`src/rtl/vga_scan_gen_if.sv`:
```
// Scan-generator bundle: the pixel-clock enable in, and coordinates, strobes and pipeline-aligned sync/DE out.
interface vga_scan_gen_if #(
    parameter int unsigned CW = 12
);
    logic          pix_ce;
    logic [CW-1:0] x;
    logic [CW-1:0] y;
    logic          active;
    logic          line_start;
    logic          frame_start;
    logic          vga_hsync;
    logic          vga_vsync;
    logic          vga_de;

    modport master (
        input  pix_ce,
        output x, y, active, line_start, frame_start, vga_hsync, vga_vsync, vga_de
    );

    modport slave (
        output pix_ce,
        input  x, y, active, line_start, frame_start, vga_hsync, vga_vsync, vga_de
    );
endinterface

```
`src/rtl/vga_scan_gen.sv`:
```
// Parametrised VGA scan generator on a pix_ce-qualified system clock.
// Produces x/y and strobes undelayed; sync/DE are delayed PIPE_DLY ticks to line up with the graphics pipeline.
module vga_scan_gen #(
    parameter int unsigned H_ACTIVE = 800,
    parameter int unsigned H_FP     = 40,
    parameter int unsigned H_SYNC   = 128,
    parameter int unsigned H_BP     = 88,
    parameter int unsigned V_ACTIVE = 600,
    parameter int unsigned V_FP     = 1,
    parameter int unsigned V_SYNC   = 4,
    parameter int unsigned V_BP     = 23,
    parameter bit          HS_POL   = 1'b1,
    parameter bit          VS_POL   = 1'b1,
    parameter int unsigned PIPE_DLY = 2,
    parameter int unsigned CW       = 12
) (
    input  logic              clk_in,
    input  logic              resetn,
    vga_scan_gen_if.master    bus
);

    localparam int unsigned H_TOTAL = H_ACTIVE + H_FP + H_SYNC + H_BP;
    localparam int unsigned V_TOTAL = V_ACTIVE + V_FP + V_SYNC + V_BP;
    localparam int unsigned T_MAX   = (H_TOTAL > V_TOTAL) ? H_TOTAL : V_TOTAL;

    localparam logic [CW-1:0] H_LAST = CW'(H_TOTAL - 1);
    localparam logic [CW-1:0] V_LAST = CW'(V_TOTAL - 1);
    localparam logic [CW-1:0] H_ACT  = CW'(H_ACTIVE);
    localparam logic [CW-1:0] V_ACT  = CW'(V_ACTIVE);
    localparam logic [CW-1:0] HS_BEG = CW'(H_ACTIVE + H_FP);
    localparam logic [CW-1:0] HS_END = CW'(H_ACTIVE + H_FP + H_SYNC);
    localparam logic [CW-1:0] VS_BEG = CW'(V_ACTIVE + V_FP);
    localparam logic [CW-1:0] VS_END = CW'(V_ACTIVE + V_FP + V_SYNC);

    // Elaboration-time guard against timings the counters or delay line cannot represent
    if ((H_FP == 0) || (H_SYNC == 0) || (H_BP == 0) ||
        (V_FP == 0) || (V_SYNC == 0) || (V_BP == 0) ||
        (PIPE_DLY > 15) ||
        ((CW < 32) && ((64'd1 << CW) < 64'(T_MAX)))) begin : g_bad_param
        $error("vga_scan_gen: illegal timing parameters");
    end

    logic [CW-1:0] r_h_cnt;
    logic [CW-1:0] r_v_cnt;
    logic          w_active;
    logic          w_hs_raw;
    logic          w_vs_raw;
    logic          w_h_zero;

    // Raster counters; v advances only when h wraps
    always_ff @(posedge clk_in or negedge resetn) begin
        if (!resetn) begin
            r_h_cnt <= '0;
            r_v_cnt <= '0;
        end else if (bus.pix_ce) begin
            if (r_h_cnt == H_LAST) begin
                r_h_cnt <= '0;
                r_v_cnt <= (r_v_cnt == V_LAST) ? '0 : r_v_cnt + CW'(1);
            end else begin
                r_h_cnt <= r_h_cnt + CW'(1);
            end
        end
    end

    assign w_active = (r_h_cnt < H_ACT) && (r_v_cnt < V_ACT);
    assign w_hs_raw = ((r_h_cnt >= HS_BEG) && (r_h_cnt < HS_END)) ? HS_POL : ~HS_POL;
    assign w_vs_raw = ((r_v_cnt >= VS_BEG) && (r_v_cnt < VS_END)) ? VS_POL : ~VS_POL;
    assign w_h_zero = (r_h_cnt == '0);

    assign bus.x           = r_h_cnt;
    assign bus.y           = r_v_cnt;
    assign bus.active      = w_active;
    // Strobes are tick-qualified and forced low while reset is held
    assign bus.line_start  = resetn && bus.pix_ce && w_h_zero;
    assign bus.frame_start = resetn && bus.pix_ce && w_h_zero && (r_v_cnt == '0);

    if (PIPE_DLY == 0) begin : g_nodly
        // Zero-latency path still shows inactive levels during reset
        assign bus.vga_hsync = resetn ? w_hs_raw : ~HS_POL;
        assign bus.vga_vsync = resetn ? w_vs_raw : ~VS_POL;
        assign bus.vga_de    = resetn && w_active;
    end else begin : g_dly
        logic [PIPE_DLY-1:0] r_hs_sr;
        logic [PIPE_DLY-1:0] r_vs_sr;
        logic [PIPE_DLY-1:0] r_de_sr;

        // Shift in the raw decode on each pixel tick; oldest stage drives the pins
        always_ff @(posedge clk_in or negedge resetn) begin
            if (!resetn) begin
                r_hs_sr <= {PIPE_DLY{~HS_POL}};
                r_vs_sr <= {PIPE_DLY{~VS_POL}};
                r_de_sr <= '0;
            end else if (bus.pix_ce) begin
                r_hs_sr <= PIPE_DLY'({r_hs_sr, w_hs_raw});
                r_vs_sr <= PIPE_DLY'({r_vs_sr, w_vs_raw});
                r_de_sr <= PIPE_DLY'({r_de_sr, w_active});
            end
        end

        assign bus.vga_hsync = r_hs_sr[PIPE_DLY-1];
        assign bus.vga_vsync = r_vs_sr[PIPE_DLY-1];
        assign bus.vga_de    = r_de_sr[PIPE_DLY-1];
    end

endmodule

```
`src/flat_wrapper.sv`:
```
// flat-port wrapper written by rule: the top's interface ports become plain ports
module vga_scan_gen_flat 
#(
    parameter int unsigned H_ACTIVE = 800,
    parameter int unsigned H_FP     = 40,
    parameter int unsigned H_SYNC   = 128,
    parameter int unsigned H_BP     = 88,
    parameter int unsigned V_ACTIVE = 600,
    parameter int unsigned V_FP     = 1,
    parameter int unsigned V_SYNC   = 4,
    parameter int unsigned V_BP     = 23,
    parameter bit          HS_POL   = 1'b1,
    parameter bit          VS_POL   = 1'b1,
    parameter int unsigned PIPE_DLY = 2,
    parameter int unsigned CW       = 12
)
  (clk_in, resetn, bus_pix_ce, bus_x, bus_y, bus_active, bus_line_start, bus_frame_start, bus_vga_hsync, bus_vga_vsync, bus_vga_de);
  vga_scan_gen_if #(.CW(CW)) bus_i ();
  input  logic clk_in;
  input  logic resetn;
  input wire logic [$bits(bus_i.pix_ce)-1:0] bus_pix_ce;
  output wire logic [$bits(bus_i.x)-1:0] bus_x;
  output wire logic [$bits(bus_i.y)-1:0] bus_y;
  output wire logic [$bits(bus_i.active)-1:0] bus_active;
  output wire logic [$bits(bus_i.line_start)-1:0] bus_line_start;
  output wire logic [$bits(bus_i.frame_start)-1:0] bus_frame_start;
  output wire logic [$bits(bus_i.vga_hsync)-1:0] bus_vga_hsync;
  output wire logic [$bits(bus_i.vga_vsync)-1:0] bus_vga_vsync;
  output wire logic [$bits(bus_i.vga_de)-1:0] bus_vga_de;
  assign bus_i.pix_ce = bus_pix_ce;
  assign bus_x = bus_i.x;
  assign bus_y = bus_i.y;
  assign bus_active = bus_i.active;
  assign bus_line_start = bus_i.line_start;
  assign bus_frame_start = bus_i.frame_start;
  assign bus_vga_hsync = bus_i.vga_hsync;
  assign bus_vga_vsync = bus_i.vga_vsync;
  assign bus_vga_de = bus_i.vga_de;
  vga_scan_gen #(.H_ACTIVE(H_ACTIVE), .H_FP(H_FP), .H_SYNC(H_SYNC), .H_BP(H_BP), .V_ACTIVE(V_ACTIVE), .V_FP(V_FP), .V_SYNC(V_SYNC), .V_BP(V_BP), .HS_POL(HS_POL), .VS_POL(VS_POL), .PIPE_DLY(PIPE_DLY), .CW(CW)) u_core (.clk_in(clk_in), .resetn(resetn), .bus(bus_i));
endmodule
```
`config.mk`:
```
export PLATFORM = sky130hd
export DESIGN_NAME = vga_scan_gen_flat
export DESIGN_NICKNAME = d
export VERILOG_FILES = /design/src/rtl/vga_scan_gen_if.sv /design/src/rtl/vga_scan_gen.sv /design/src/flat_wrapper.sv
export SDC_FILE = /design/constraint.sdc
export NUM_CORES = 1
export LEC_CHECK = 0
export ABC_AREA = 1
export BUFFER_PORTS_ARGS = -buffer_cell sky130_fd_sc_hd__buf_2
export CAP_MARGIN = 20
export CORE_ASPECT_RATIO = 1.2
export CORE_MARGIN = 3
export CORE_UTILIZATION = 40
export CTS_CLUSTER_SIZE = 28
export DETAILED_ROUTE_END_ITERATION = 12
export SLEW_MARGIN = 5
export SYNTH_ARGS = -nofsm -noshare
export SYNTH_HDL_FRONTEND = slang
export SYNTH_SLANG_ARGS = --single-unit
```
`constraint.sdc`:
```
create_clock -name clk_in -period 1.9 [get_ports clk_in]
set_clock_uncertainty 0.2 [all_clocks]
set_input_delay 0.19 -clock clk_in [delete_from_list [all_inputs] [get_ports clk_in]]
set_output_delay 0.19 -clock clk_in [all_outputs]
set_load 0.02 [all_outputs]
```
==> metrics.md, run 1 <==
| Metric | Value |
|---|---|
| WP buf/inv | 2 |
| Hold Path Depth | 2 |
| Int Power | 1446 µW |
| Gate power share | 0.359 |
| Cell area after synthesis | 1922 µm² |
| Clock latency on the worst-skew pair | roughly 280 ps |
| Relative slew slack | 0.7363 |
| Crit. End Element | output pin |
| Sequential Power Share | 0.373 |
| Hold path startpoint | u_core.g_dly.r_vs_sr[1] |
| CP max FO | 5 |
| Hold worst-path end | u_core.g_dly.r_vs_sr[1] |
| Slew Limit Fails | 0 |
| Mean post-synth cell area | ~7.2 µm² |
| Global route overflow | 0 |
| Final Hold Vio Count | 0 |
| CTS H-tree lvls | 2 |
| #FFs+latches synth | 30 |
| Layout cells sized above 1 | 0.3425 |
| DRC | 0 |
| Clock transition at path regs | 70 ps |
| Final WL | ~4.9 mm |
| Min cycle time layout | 1845 ps |
| Worst reg2reg endpoint | u_core.bus.y[3] |
| Sequential share of the synthesized area | 0.3906 |
| Die W | 69.28 µm |
| Vias | 1922 |
| Crit Path Category | reg2out |
| Die ar. | 5676 µm² |
| # setup viols final | 0 |
| DRT iter0 DRCs | 86 |
| First-pass GRT wire length | 8.038 mm |
| Worst slew pin tran | 395.5 ps |
| Ports | 33 |
| CP arrival | 1450 ps |
| Post-DP HPWL | 3.489 mm |
| Sink Count | 30 |
| Port Buffers | 32 |
| R2r worst-path depth | 9 |
| Worst reg2reg setup slack | 160 ps |
| Crit path max-delay family | simple AND/OR/NAND/NOR gates |
| Initial antenna violation count | 0 |
| Fin nets | 335 |
| Clock Tree Buf Depth | 2 |
| FP Rows | 27 |
| Peak supply drop | 0.4138 mV |
| Worst hold slack | 270.4 ps |
| Sw frac | 0.3895 |
| Num CTS Buffers | 5 |
| Synthesis Warnings | 0 |
| Vias/cell | about 5 |
| Final Cycle Share | 0.9710 |
| Vias in the first global route | 1775 |
| Switching pwr | 922.4 µW |
| GPL Wtd Cong | approximately 0.82 |
| Syn Inst Count | 267 |
| Pwr dens | between 900 and 1000 nW/µm² |
| Post-route ant nets | 0 |
| Global Route Usage Sum | 0.1759 |
| Starting Density | 0.4152 |
| Clk pwr share | 0.267 |
| Slowest cell delay on critical path | 420 ps |
| Area growth syn-to-layout | 32.55% |
| Commonest non-fill, non-tap cell in the layout | nand2_1 |
| Static Leak | 0.001307 µW |
| CTS tree | done |
| Status | finished clean |
| Core area | between 4000 and 5000 µm² |
| Critical Path Source Type | flop |
| Fill count | 443 |
| Maximum clock rate | around 540 MHz |
| CP Cell Sequence | inv_4 > ha_4 > nand2_2 > nor3_2 > nand3_1 > nor2_2 > buf_6 |
| Largest net degree at the start of global routing | 31 |
| Number of diodes | 0 |
| Min-delay worst type | reg2reg |
| Post-Syn Nets | 276 |
| Slowest CP cell | dfrtp_2 |
| Start of the worst register-to-register path | u_core.bus.x[1] |
| DR pass1 iterations | 4 |
| Root buf cell | clkbuf_8 |
| Wire per inst | between 10 and 15 µm |
| Post-synthesis cell type count | 25 |
| Max-Cap Viols | 0 |
| RSZ-0062 raised after global routing | yes |
| CP Data Required Time | between 1500 and 2000 ps |
| Util after Layout | 0.5504 |
| Most frequent cells in the layout | 65 x nand2_1, 29 x inv_1, 29 x buf_2, 25 x nand3_1, 23 x nor2_1 |
| Die height | 81.93 µm |
==> worst max-delay path by stage <==
stage                          startpoint              end  slack (ps)  cells after the start
after CTS                 u_core.bus.x[8]  bus_frame_start           2                      8
after global placement    u_core.bus.y[0]  bus_frame_start         110                      7
final                     u_core.bus.y[0]  bus_frame_start          60                      7
after global routing      u_core.bus.y[1]  bus_frame_start         -50                      7
after detailed placement  u_core.bus.x[0]  u_core.bus.y[3]         120                      8
after floorplan           u_core.bus.y[0]  bus_frame_start         150                      6
==> metrics by stage <==
| step | setup TNS (ps) | cell area [µm²] | setup slack, ps | power, µW | std cells |
|---|---|---|---|---|---|
| 2_1_floorplan | 0 | 1922 | 154.8 | 1341 | 267 |
| 3_3_place_gp | 0 | 2148 | 110.2 | 1563 | 356 |
| 3_5_place_dp | 0 | 2148 | 118.4 | 1566 | 356 |
| 4_1_cts | 0 | 2327 | 1.737 | 2244 | 370 |
| 5_1_grt | -67.84 | 2547 | -47.43 | 2520 | 385 |
| 6_report | 0 | 2547 | 55.05 | 2368 | 385 |
==> worst min-delay path, delay by kind of cell, from the launching register on <==
kind	cells	cell delay (ps)
and+or+nand+nor	2	100
DFF	1	340
==> cell type report <==
class / instances / area [µm²] / share of cell area
sequential: 30 / 763.2 / 0.2996
clock buffer: 5 / 68.82 / 0.02701
timing repair buffer: 56 / 372.9 / 0.1464
clock inverter: 3 / 40.04 / 0.01572
inverter: 39 / 148.9 / 0.05845
tap: 58 / 72.57 / 0.02849
multi-input combinational: 194 / 1081 / 0.4244
==> Yosys cell counts, drive strengths merged <==
| cell | number | area share |
|---|---|---|
| nand2 | 73 | 0.15 |
| inv | 39 | 0.076 |
| nor2 | 36 | 0.089 |
| dfrtp | 30 | 0.39 |
| nand3 | 26 | 0.074 |
| o21ai | 17 | 0.044 |
| nand4 | 12 | 0.039 |
| nor3 | 9 | 0.029 |
| xor2 | 7 | 0.032 |
| ha | 6 | 0.039 |
| a21oi | 5 | 0.013 |
| buf | 4 | 0.017 |
| clkbuf | 1 | 0.0020 |
| nor3b | 1 | 0.0039 |
| o22ai | 1 | 0.0033 |
==> registers in the layout (all words and copies together) (netlist names) <==
register              flops
u_core.g_dly.r_hs_sr      2
u_core.bus.y             12
u_core.bus.x             12
u_core.g_dly.r_de_sr      2
u_core.g_dly.r_vs_sr      2
==> per-layer routing <==
layer | GRT usage | up-vias | part of all wire
li1 | - | 969 | -
met1 | 0.2109 | 903 | 0.44
met2 | 0.3120 | 41 | 0.50
met3 | 0.03672 | 9 | 0.040
met4 | 0.06641 | 0 | 0.018
met5 | 0 | - | 0
==> repair_timing <==
item | in CTS | in global routing
endpoints found under the setup margin | 2 | 3
gates resized for setup | 10 | 35
endpoints found under the hold margin | 31 | 0
cloned | 0 | 1
pin swaps | 0 | 12
hold buffers | 2 | 0
setup buffers | 4 | 14
==> power by group through the flow <==
| stage | registers (µW) | clock network [µW] | logic, µW |
|---|---|---|---|
| 3_3_place_gp | 903 | 0 | 660 |
| 6_report | 884 | 633 | 851 |
| 2_1_floorplan | 990 | 0 | 351 |
| 4_1_cts | 880 | 653 | 711 |
| 3_5_place_dp | 904 | 0 | 662 |
| 5_1_grt | 903 | 675 | 941 |
==> kinds of logic (layout without fill, tap and decap cells) <==
family | after synthesis | after routing | share of synthesized area
compound gates | 23 | 23 | 0.06055
xor+xnor | 7 | 7 | 0.03190
fa+ha+maj | 6 | 6 | 0.03906
buf+inv | 44 | 103 | 0.09505
flops | 30 | 30 | 0.3906
simple gates | 157 | 158 | 0.3828
No activity file was read; power rests on OpenSTA's default activity.
==> inputs of run 2 (changes only) <==
--- a/config.mk
+++ b/config.mk
@@ -13,6 +13,7 @@
 export CORE_UTILIZATION = 40
 export CTS_CLUSTER_SIZE = 28
 export DETAILED_ROUTE_END_ITERATION = 12
+export RECOVER_POWER = 50
 export SLEW_MARGIN = 5
 export SYNTH_ARGS = -nofsm -noshare
 export SYNTH_HDL_FRONTEND = slang
==> run 2 against run 1 <==
Effect of this change: largest cell class unchanged; flip-flop and latch count is the same; register-to-register slack is essentially flat; clock power is essentially flat; die area is the same; first-iteration DRC count grew 7.0%; maximum frequency is essentially flat; critical path type is now in2out; routed wire length shrank 0.18%; hold slack gained 2.8 ps.
==> metrics.md, run 2 (same netlist as run 1, synthesis figures left out) <==
| Metric | Value |
|---|---|
| Status | finished clean |
| Root buf cell | clkbuf_8 |
| Post-DP HPWL | 3.489 mm |
| Initial antenna violation count | 0 |
| Post-route design area | 2532 µm² |
| Vias in the first global route | 1775 |
| Min-delay worst type | reg2reg |
| Die height | 81.93 µm |
| Largest net degree at the start of global routing | 31 |
| Slowest CP cell | dlygate4sd3_1 |
| Most frequent cells in the layout | 65 x nand2_1, 29 x inv_1, 25 x nand3_1, 23 x nor2_1 |
| CTS H-tree lvls | 2 |
| Critical Path Source Type | primary input |
| CP max FO | 8 |
| DRC | 0 |
| Port Buffers | 32 |
| Fin Setup TNS | 0 ps |
| Relative slew slack | 0.4925 |
| Static Leak | 0.001276 µW |
| # setup viols final | 0 |
| Fill count | approximately 440 |
| Pre-CTS WS | roughly 120 ps |
| Ports | 33 |
| Crit. End Element | output pin |
| Number of diodes | 0 |
| Pwr dens | 931.8 nW/µm² |
| CP Data Required Time | 1510 ps |
| Worst reg2reg endpoint | u_core.bus.y[3] |
| Num CTS Buffers | 5 |
| Clock Tree Buf Depth | 2 |
| Vias/cell | between 4 and 5 |
| Global route overflow | 0 |
| Sink Count | 30 |
| R2r worst-path depth | 9 |
| Fin nets | 335 |
| Crit path setup slack, layout | 53.42 ps |
| Worst slew pin tran | 761.3 ps |
| RSZ-0062 raised after global routing | yes |
| FP Rows | 27 |
| Vias | 1921 |
| Min cycle time layout | 1847 ps |
| Post-route ant nets | 0 |
| Crit Path Category | in2out |
| Most frequent cell on the critical path | nor2_2 |
| Hold worst-path end | u_core.g_dly.r_vs_sr[1] |
| DRT iter0 DRCs | 92 |
| Final Cycle Share | 0.9719 |
| GPL Wtd Cong | 0.8198 |
| Placed Area | between 2000 and 2500 µm² |
| Hold path startpoint | u_core.g_dly.r_vs_sr[1] |
| Most Crowded Layer GR | met2 |
| Commonest non-fill, non-tap cell in the layout | nand2_1 |
| Layout cells sized above 1 | 0.3119 |
| Starting Density | 0.4152 |
| Start of the worst register-to-register path | u_core.bus.x[1] |
| Final WL | 4.905 mm |
| Die ar. | 5676 µm² |
| Die W | 69.28 µm |
| Core area | 4628 µm² |
| Wire per inst | 12.74 µm |
| CTS tree | done |
| Final Hold Vio Count | 0 |
| Global Route Usage Sum | 0.1759 |
| Met1 Use GR | 0.2109 |
| Slew Limit Fails | 0 |
| Worst reg2reg setup slack | between 150 and 200 ps |
| Area growth syn-to-layout | 31.77% |
| Hold Path Depth | 2 |
| First-pass GRT wire length | 8.038 mm |
| Peak supply drop | 0.4130 mV |
| Slowest cell delay on critical path | 520 ps |
| Met3 GRT Util | 0.03672 |
| Clock transition at path regs | 70 ps |
| CP Cell Sequence | dlygate4sd3_1 > buf_4 > nand3_1 > nor2_2 > nand2_2 > nor2_2 > buf_6 |
| Max-Cap Viols | 0 |
| GRT met2 Usage | 0.3120 |
| Maximum clock rate | 541.5 MHz |
| CP arrival | 1460 ps |
| Clock latency on the worst-skew pair | 280 ps |
| DR pass1 iterations | 4 |
-- run 2: worst max-delay path by stage --
stage	cells after the start	to	from	slack, ps
final	7	bus_frame_start	bus_pix_ce	50
after global routing	7	bus_frame_start	u_core.bus.y[1]	-50
after CTS	8	bus_frame_start	u_core.bus.x[8]	2
after detailed placement	8	u_core.bus.y[3]	u_core.bus.x[0]	120
after global placement	7	bus_frame_start	u_core.bus.y[0]	110
after floorplan	6	bus_frame_start	u_core.bus.y[0]	150
-- run 2: routing by layer --
metal	vias up	wire length, µm
li1	968	-
met1	905	2172
met2	39	2457
met3	9	189
met4	0	87
met5	-	0
-- run 2: area by class of cell --
class	count	area (µm²)	share of cell area
clock buffers	5	68.82	0.02717
well taps	58	72.57	0.02866
flip-flops and latches	30	762.0	0.3009
multi-input cells	194	1081	0.4269
clock inverters	3	40.04	0.01581
repair buffers	56	359.1	0.1418
inverters	39	148.9	0.05879
-- run 2: report_power, final --
part	leakage, µW	switching [µW]	internal [µW]
clock network	0.0000579	248	386
registers	0.000366	141	745
logic	0.000852	535	306
-- run 2: per-stage QoR --
stage / hold slack, ps / util / std cells / total power [µW]
floorplan: -305.6 / - / 267 / 1341
global placement: 68.95 / 0.4642 / 356 / 1563
detailed placement: 70.84 / 0.4642 / 356 / 1566
CTS: 270.7 / 0.5028 / 370 / 2244
global route: 302.8 / 0.5472 / 385 / 2509
finish: 273.2 / 0.5472 / 385 / 2360
-- run 2: what timing repair did --
item                                   CTS  global route
setup buffers                            4            14
resized for setup                       10            35
pin swaps                                0            12
setup endpoints to repair                2             3
hold buffers                             2             0
cloned                                   0             1
endpoints found under the hold margin   31             0
-- run 2: critical path, delay by kind of cell --
family                 cells  cell delay, ps
AND/OR/NAND/NOR            4             460
buffers and inverters      3             800
